<file path="src/rtl/adc_cfg_pkg.sv">
// Shared types and default timing for the ADC configuration sequencer.
// Latency: n/a (declarations only).
// Backpressure: n/a.
package adc_cfg_pkg;

    // Width of one ADC configuration word on the SPI link
    localparam int SPI_W = 32;

    // Default link timing, all in usr_clk cycles
    localparam int DEF_CLK_DIV    = 4;
    localparam int DEF_FIFO_DEPTH = 4;
    localparam int DEF_CS_SETUP   = 2;
    localparam int DEF_CS_HOLD    = 2;
    localparam int DEF_GAP        = 4;

    // Sequencer states
    typedef enum logic [2:0] {
        ST_IDLE  = 3'd0,
        ST_SETUP = 3'd1,
        ST_SHIFT = 3'd2,
        ST_HOLD  = 3'd3,
        ST_GAP   = 3'd4
    } seq_state_e;

endpackage

</file>
<file path="src/rtl/adc_cfg_sequencer_fifo.sv">
// Generic synchronous show-ahead FIFO with occupancy level.
// Latency: a pushed word is visible on pop_dat_o the cycle after the push.
// Backpressure: push is accepted when not full, or when full with a pop in the same cycle; otherwise ignored.
module adc_cfg_sequencer_fifo #(
    parameter int W     = 32,
    parameter int DEPTH = 4
) (
    input  logic                       clk_i,
    input  logic                       rst_ni,
    input  logic                       push_i,
    input  logic [W-1:0]               push_dat_i,
    input  logic                       pop_i,
    output logic [W-1:0]               pop_dat_o,
    output logic                       full_o,
    output logic                       empty_o,
    output logic [$clog2(DEPTH):0]     level_o
);

    localparam int AW = $clog2(DEPTH);
    localparam int LW = AW + 1;

    logic [W-1:0]  mem_q [DEPTH];
    logic [AW-1:0] wr_ptr_q;
    logic [AW-1:0] rd_ptr_q;
    logic [LW-1:0] count_q;
    logic          do_push;
    logic          do_pop;

    assign full_o    = (count_q == LW'(DEPTH));
    assign empty_o   = (count_q == '0);
    assign level_o   = count_q;
    assign pop_dat_o = mem_q[rd_ptr_q];
    assign do_pop    = pop_i && !empty_o;
    assign do_push   = push_i && (!full_o || pop_i);

    // Storage array, written on accepted push only
    always_ff @(posedge clk_i) begin
        if (do_push) begin
            mem_q[wr_ptr_q] <= push_dat_i;
        end
    end

    // Pointers and occupancy; pointers wrap naturally since DEPTH is a power of two
    always_ff @(posedge clk_i or negedge rst_ni) begin
        if (!rst_ni) begin
            wr_ptr_q <= '0;
            rd_ptr_q <= '0;
            count_q  <= '0;
        end else begin
            if (do_push) wr_ptr_q <= wr_ptr_q + AW'(1);
            if (do_pop)  rd_ptr_q <= rd_ptr_q + AW'(1);
            case ({do_push, do_pop})
                2'b10:   count_q <= count_q + LW'(1);
                2'b01:   count_q <= count_q - LW'(1);
                default: count_q <= count_q;
            endcase
        end
    end

endmodule

</file>
<file path="src/rtl/adc_cfg_sequencer.sv">
// Queues host ADC config words and sends each as one 32-bit SPI mode-0 frame, capturing MISO readback.
// Latency: word strobed into an idle block drives cs_n low two edges later; cs_n low for CS_SETUP+64*CLK_DIV+CS_HOLD cycles.
// Backpressure: none to host; writes arriving with the queue full and no pop are dropped and flagged in ovf_sticky.
module adc_cfg_sequencer
    import adc_cfg_pkg::*;
#(
    parameter int CLK_DIV    = DEF_CLK_DIV,
    parameter int FIFO_DEPTH = DEF_FIFO_DEPTH,
    parameter int CS_SETUP   = DEF_CS_SETUP,
    parameter int CS_HOLD    = DEF_CS_HOLD,
    parameter int GAP        = DEF_GAP
) (
    input  logic                          usr_clk,
    input  logic                          usr_rst_n,
    input  logic                          cfg_wr,
    input  logic [SPI_W-1:0]              cfg_data,
    input  logic                          ovf_clr,
    input  logic                          spi_miso,
    output logic                          spi_sclk,
    output logic                          spi_cs_n,
    output logic                          spi_mosi,
    output logic                          busy,
    output logic [$clog2(FIFO_DEPTH):0]   fifo_level,
    output logic [SPI_W-1:0]              rd_data,
    output logic                          done,
    output logic                          ovf_sticky,
    output logic [15:0]                   words_sent
);

    localparam int CW = 16;
    localparam logic [CW-1:0] SETUP_LAST = CW'(CS_SETUP - 1);
    localparam logic [CW-1:0] DIV_LAST   = CW'(CLK_DIV - 1);
    localparam logic [CW-1:0] HOLD_LAST  = CW'(CS_HOLD - 1);
    localparam logic [CW-1:0] GAP_LAST   = CW'(GAP - 1);
    localparam logic [5:0]    HALF_LAST  = 6'(2 * SPI_W - 1);

    seq_state_e       state_q;
    logic [CW-1:0]    cnt_q;
    logic [5:0]       half_q;
    logic [SPI_W-1:0] tx_q;
    logic [SPI_W-1:0] rx_q;
    logic [SPI_W-1:0] rd_data_q;
    logic             sclk_q;
    logic             cs_n_q;
    logic             done_q;
    logic             ovf_q;
    logic [15:0]      words_q;

    logic             fifo_pop;
    logic             fifo_full;
    logic             fifo_empty;
    logic [SPI_W-1:0] fifo_dout;
    logic             drop;

    // A word is taken from the queue in IDLE, or directly at the end of the GAP so no idle cycle is inserted
    assign fifo_pop = !fifo_empty &&
                      ((state_q == ST_IDLE) || ((state_q == ST_GAP) && (cnt_q == GAP_LAST)));
    assign drop     = cfg_wr && fifo_full && !fifo_pop;

    adc_cfg_sequencer_fifo #(
        .W     (SPI_W),
        .DEPTH (FIFO_DEPTH)
    ) u_fifo (
        .clk_i      (usr_clk),
        .rst_ni     (usr_rst_n),
        .push_i     (cfg_wr),
        .push_dat_i (cfg_data),
        .pop_i      (fifo_pop),
        .pop_dat_o  (fifo_dout),
        .full_o     (fifo_full),
        .empty_o    (fifo_empty),
        .level_o    (fifo_level)
    );

    // Overflow flag: a drop in the same cycle as a clear keeps the flag set
    always_ff @(posedge usr_clk or negedge usr_rst_n) begin
        if (!usr_rst_n) begin
            ovf_q <= 1'b0;
        end else if (drop) begin
            ovf_q <= 1'b1;
        end else if (ovf_clr) begin
            ovf_q <= 1'b0;
        end
    end

    // Frame sequencer: CS timing, SCLK divider, MOSI shift-out and MISO capture
    always_ff @(posedge usr_clk or negedge usr_rst_n) begin
        if (!usr_rst_n) begin
            state_q   <= ST_IDLE;
            cnt_q     <= '0;
            half_q    <= '0;
            tx_q      <= '0;
            rx_q      <= '0;
            rd_data_q <= '0;
            sclk_q    <= 1'b0;
            cs_n_q    <= 1'b1;
            done_q    <= 1'b0;
            words_q   <= '0;
        end else begin
            done_q <= 1'b0;
            case (state_q)
                ST_IDLE: begin
                    // start handled below when the queue has a word
                end
                ST_SETUP: begin
                    if (cnt_q == SETUP_LAST) begin
                        // First rising edge: slave has had bit 31 since cs_n fell
                        cnt_q   <= '0;
                        half_q  <= '0;
                        sclk_q  <= 1'b1;
                        rx_q    <= {rx_q[SPI_W-2:0], spi_miso};
                        state_q <= ST_SHIFT;
                    end else begin
                        cnt_q <= cnt_q + CW'(1);
                    end
                end
                ST_SHIFT: begin
                    if (cnt_q == DIV_LAST) begin
                        cnt_q <= '0;
                        if (half_q == HALF_LAST) begin
                            // Low half of the last bit has elapsed; sclk already low
                            state_q <= ST_HOLD;
                        end else begin
                            half_q <= half_q + 6'd1;
                            sclk_q <= ~sclk_q;
                            if (sclk_q) begin
                                tx_q <= {tx_q[SPI_W-2:0], 1'b0};
                            end else begin
                                rx_q <= {rx_q[SPI_W-2:0], spi_miso};
                            end
                        end
                    end else begin
                        cnt_q <= cnt_q + CW'(1);
                    end
                end
                ST_HOLD: begin
                    if (cnt_q == HOLD_LAST) begin
                        cnt_q     <= '0;
                        cs_n_q    <= 1'b1;
                        rd_data_q <= rx_q;
                        done_q    <= 1'b1;
                        words_q   <= words_q + 16'd1;
                        tx_q      <= '0;
                        state_q   <= ST_GAP;
                    end else begin
                        cnt_q <= cnt_q + CW'(1);
                    end
                end
                ST_GAP: begin
                    if (cnt_q == GAP_LAST) begin
                        cnt_q   <= '0;
                        state_q <= ST_IDLE;
                    end else begin
                        cnt_q <= cnt_q + CW'(1);
                    end
                end
                default: begin
                    state_q <= ST_IDLE;
                end
            endcase
            // Frame start overrides IDLE / GAP-end: latch the word, drop cs_n, present bit 31
            if (fifo_pop) begin
                tx_q    <= fifo_dout;
                rx_q    <= '0;
                cs_n_q  <= 1'b0;
                cnt_q   <= '0;
                state_q <= ST_SETUP;
            end
        end
    end

    assign spi_sclk   = sclk_q;
    assign spi_cs_n   = cs_n_q;
    assign spi_mosi   = tx_q[SPI_W-1];
    assign busy       = (state_q != ST_IDLE) || !fifo_empty;
    assign rd_data    = rd_data_q;
    assign done       = done_q;
    assign ovf_sticky = ovf_q;
    assign words_sent = words_q;

endmodule

</file>
<file path="config.mk">
export PLATFORM = sky130hd
export DESIGN_NAME = adc_cfg_sequencer
export DESIGN_NICKNAME = d
export VERILOG_FILES = /design/src/rtl/adc_cfg_pkg.sv /design/src/rtl/adc_cfg_sequencer_fifo.sv /design/src/rtl/adc_cfg_sequencer.sv
export SDC_FILE = /design/constraint.sdc
export NUM_CORES = 1
export LEC_CHECK = 0
export BUFFER_PORTS_ARGS = -buffer_cell sky130_fd_sc_hd__buf_2
export CORE_UTILIZATION = 48
export DETAILED_ROUTE_END_ITERATION = 7
export PLACE_DENSITY = 0.7
export SYNTH_ARGS = -nofsm -noshare
export SYNTH_HDL_FRONTEND = slang
export SYNTH_SLANG_ARGS = --single-unit
</file>
<file path="constraint.sdc">
create_clock -name usr_clk -period 3.1 [get_ports usr_clk]
set_input_delay 0.31 -clock usr_clk [delete_from_list [all_inputs] [get_ports usr_clk]]
set_output_delay 0.31 -clock usr_clk [all_outputs]
set_load 0.05 [all_outputs]
</file>
==> impl_metrics.tcl <==
set metrics [dict create \
    ir_worst_vdd_uv 583 \
    nNetsFinal 1049 \
    synth_mux_area_frac 0.0921 \
    synthXorXnorAreaFrac 0.0266 \
    sw_frac_of_total 0.227 \
    crit_path_end_kind "flip-flop" \
    finish.utilization 0.586 \
    antenna_found_initial 0 \
    setup_viol 0 \
    crit_arrival_ns 3.18 \
    path_cells "nor4_4, and3_1, nand3_1, o31ai_4, buf_4, mux2i_1" \
    startpoint "cnt_q[6]" \
    vias 7250 \
    die_h_um 157 \
    maxSlewHeadroom 0.477 \
    htreeDepth 1 \
    synth_cell_types 59 \
    min_period_over_period 0.881 \
    critical-path-max-stage-delay_ns 0.71 \
    avgRoutedWirePerCell_um 17.0 \
    power_frac_comb 0.093 \
    hold_viol_final 0 \
    top_level_ports 94 \
    rr_startpoint "cnt_q[6]" \
    grt_pass1_vias 7382 \
    dieArea_mm2 0.0247 \
    drt-pass1-iter-count 5 \
    die_w_um 157 \
    final_area_mm2 0.0138 \
    pwr_density_cell_mw_per_mm2 628 \
    place.gp.congestion 0.845 \
    clkLatencyLatePin_ns 0.55 \
    clkSinkCount 276 \
    pwr-share-seq 0.504 \
    yosysSeqAreaShare 0.654 \
    drc 0 \
    portBuffers 93 \
    grt_overflow_total 0 \
    fin_skew_ns 0.0270 \
    clkPwrFrac 0.404 \
    placed_cell_area_mm2 0.0125 \
    start_kind "flip-flop" \
    synth_fa_ha_area_frac 0.0115 \
    power.leakage_nw 5.73 \
    numCtsBuffers 28 \
    dr.first_iter.drc_count 437 \
    drv_cap 0 \
    via_per_inst 5.40 \
    grt_start_max_net_pins 81 \
    synth_compound_area_frac 0.0761 \
    worstSetupPathType "flip-flop to flip-flop" \
    hold_path_class "primary input to flip-flop" \
    synth_nets 911 \
    area_growth_pct 19.7 \
    drive_gt1_frac 0.211 \
    start_util 0.490 \
    rsz0062_at_grt "false" \
    ant_nets 0 \
    syn_area_mm2 0.0115 \
    grt.total_usage 0.193 \
    synth_edf_count 128 \
    ys_warn_count 0 \
    hpwlAfterDp_um 13800 \
    crit_buf_inv 1 \
    core_mm2 0.0235 \
    synthCells 864 \
    cp_slowest_cell "o31ai_4" \
    n_antenna_cell 0 \
    core.rowCount 56 \
    synth_ff_type "dfrtp_1" \
    cp_max_fo 11 \
    cts_tree "yes" \
    postSynthAreaPerCell_um2 13.4 \
    async_flop_share 0.536 \
    p_switching_w 0.00197 \
    clockBufferDepth 3 \
    max_freq_ghz 0.366 \
    synth_top_family_by_area "simple AND/OR/NAND/NOR gates" \
    status "finished clean" \
    worst_pin_slew_ns 0.785 \
    hold_start "spi_miso" \
    synth-seq-cells 276 \
    p_int_w 0.00670 \
    clkSlewWorstSetupHoldPaths_ns 0.06 \
    cts_root_buf "clkbuf_16" \
    final_max_slew_viol_count 0 \
    tns_ns 0 \
    yosys.area_share.simple 0.114 \
    grt_pass1_wl_um 37500 \
    crit_family "simple AND/OR/NAND/NOR gates" \
    finalWirelength_um 22900 \
    critPathRequiredTime_ns 3.54 \
    place_inst 1258 \
    fin_crit_ns 2.73 \
    final_cells 1343 \
]
[registers in the layout, indices dropped and copies added, names as in the netlist, 2 cells and up]
signal / flops
u_fifo.mem_q: 128
rd_data: 32
u_fifo.wr_ptr_q: 2
state_q: 3
u_fifo.level_o: 3
u_fifo.rd_ptr_q: 2
half_q: 6
rx_q: 32
tx_q: 32
words_sent: 16
cnt_q: 16
[placed cells by master (no fill, tap or decap), drive strengths merged, types with 5 or more instances in the layout]
master         n
clkinv         6
or3            5
buf          120
edfxtp       128
mux2i         33
ha             9
nand2        169
xor2          12
and3           6
nand3         17
o21ai         45
mux4          32
nor2          26
inv           16
a21oi         37
and2           6
a2bb2oi       32
dlygate4sd3   33
nor4          13
nor3          16
xnor2         23
dfrtp        147
clkbuf        41
nand4         11
[final timing paths]
check	to	slack, ns	cells past startpoint
min in group asynchronous	words_sent[14]	0.38	2
worst max register to register	rx_q[17]	0.37	6
max in group asynchronous	rd_data[3]	1.91	3
worst min-delay path	rx_q[0]	0.03	3
worst min register to register	rd_data[12]	0.46	2
worst max-delay path	rx_q[17]	0.37	6
[cell families (layout without fill, tap and decap cells)]
logic type,Yosys count,after routing
mux,66,66
buf+inv,61,221
flops,276,276
simple gates,281,281
xor+xnor,35,35
fa+ha+maj,10,10
compound gates,135,135
[power groups by stage]
stage | clock network, W | registers, W | logic (W)
4_1_cts | 0.00358 | 0.00436 | 0.000824
5_1_grt | 0.00373 | 0.00439 | 0.000876
3_5_place_dp | 0 | 0.00443 | 0.000787
3_3_place_gp | 0 | 0.00442 | 0.000766
6_report | 0.00350 | 0.00436 | 0.000803
2_1_floorplan | 0 | 0.00449 | 0.000368
[cells in the mapped netlist (2+ instances only)]
cell type	instances	area, µm²
clkbuf_1	30	113
inv_1	15	56.3
nor3_1	14	70.1
or3_1	5	31.3
nor4_4	2	42.5
a2bb2oi_1	32	280
mux2i_1	33	330
and2_1	6	37.5
nand4_1	10	62.6
and3_1	6	37.5
ha_1	9	113
mux4_2	32	721
and4_1	3	26.3
buf_12	3	60.1
nor4_2	2	25.0
nand2_1	169	634
nand2b_1	3	18.8
nor2_1	26	97.6
dfrtp_1	147	3680
nand3_1	17	85.1
xor2_1	12	105
o21ai_1	2	10.0
nor4_1	9	56.3
o21ai_0	43	215
buf_1	2	7.51
nor3b_1	2	15.0
nor3_2	2	20.0
a21oi_1	36	180
xnor2_1	23	201
edfxtp_1	128	3840
o31ai_1	2	15.0
o22ai_1	2	12.5
a31oi_1	3	18.8
buf_2	9	45.0
[per-layer routing]
| metal | GRT usage | vias to the layer above | wire (µm) |
|---|---|---|---|
| li1 | - | 3433 | - |
| met1 | 0.255 | 3633 | 10100 |
| met2 | 0.338 | 156 | 11500 |
| met3 | 0.0273 | 28 | 879 |
| met4 | 0.0439 | 0 | 368 |
| met5 | 0 | - | 0 |
[through the flow]
stage	worst slack [ns]	hold slack (ns)	power (W)
after floorplan	0.147	0.0144	0.00486
after global placement	0.463	0.410	0.00518
after detailed placement	0.397	0.415	0.00522
after CTS	0.351	0.0104	0.00877
after global routing	0.0988	0.0156	0.00900
final	0.367	0.0346	0.00867
[final cells by class]
cell class | count | area [µm²]
inverters | 16 | 60.1
clock buffers | 41 | 810
well taps | 319 | 399
clock inverters | 11 | 166
flip-flops and latches | 276 | 7550
multi-input cells | 527 | 3720
fillers | 1892 | 9740
repair buffers | 153 | 1100
[worst min-delay path, cell delays in order]
cell	delay, ns
buf_2	0.10
nand2_1	0.05
mux2i_1	0.06
[repair_timing]
item / in CTS / in global routing
hold buffers: 33 / 0
hold endpoints to repair: 200 / 0
resized for setup: 0 / 0
setup buffers: 0 / 0
No activity file was read; power rests on OpenSTA's default activity.
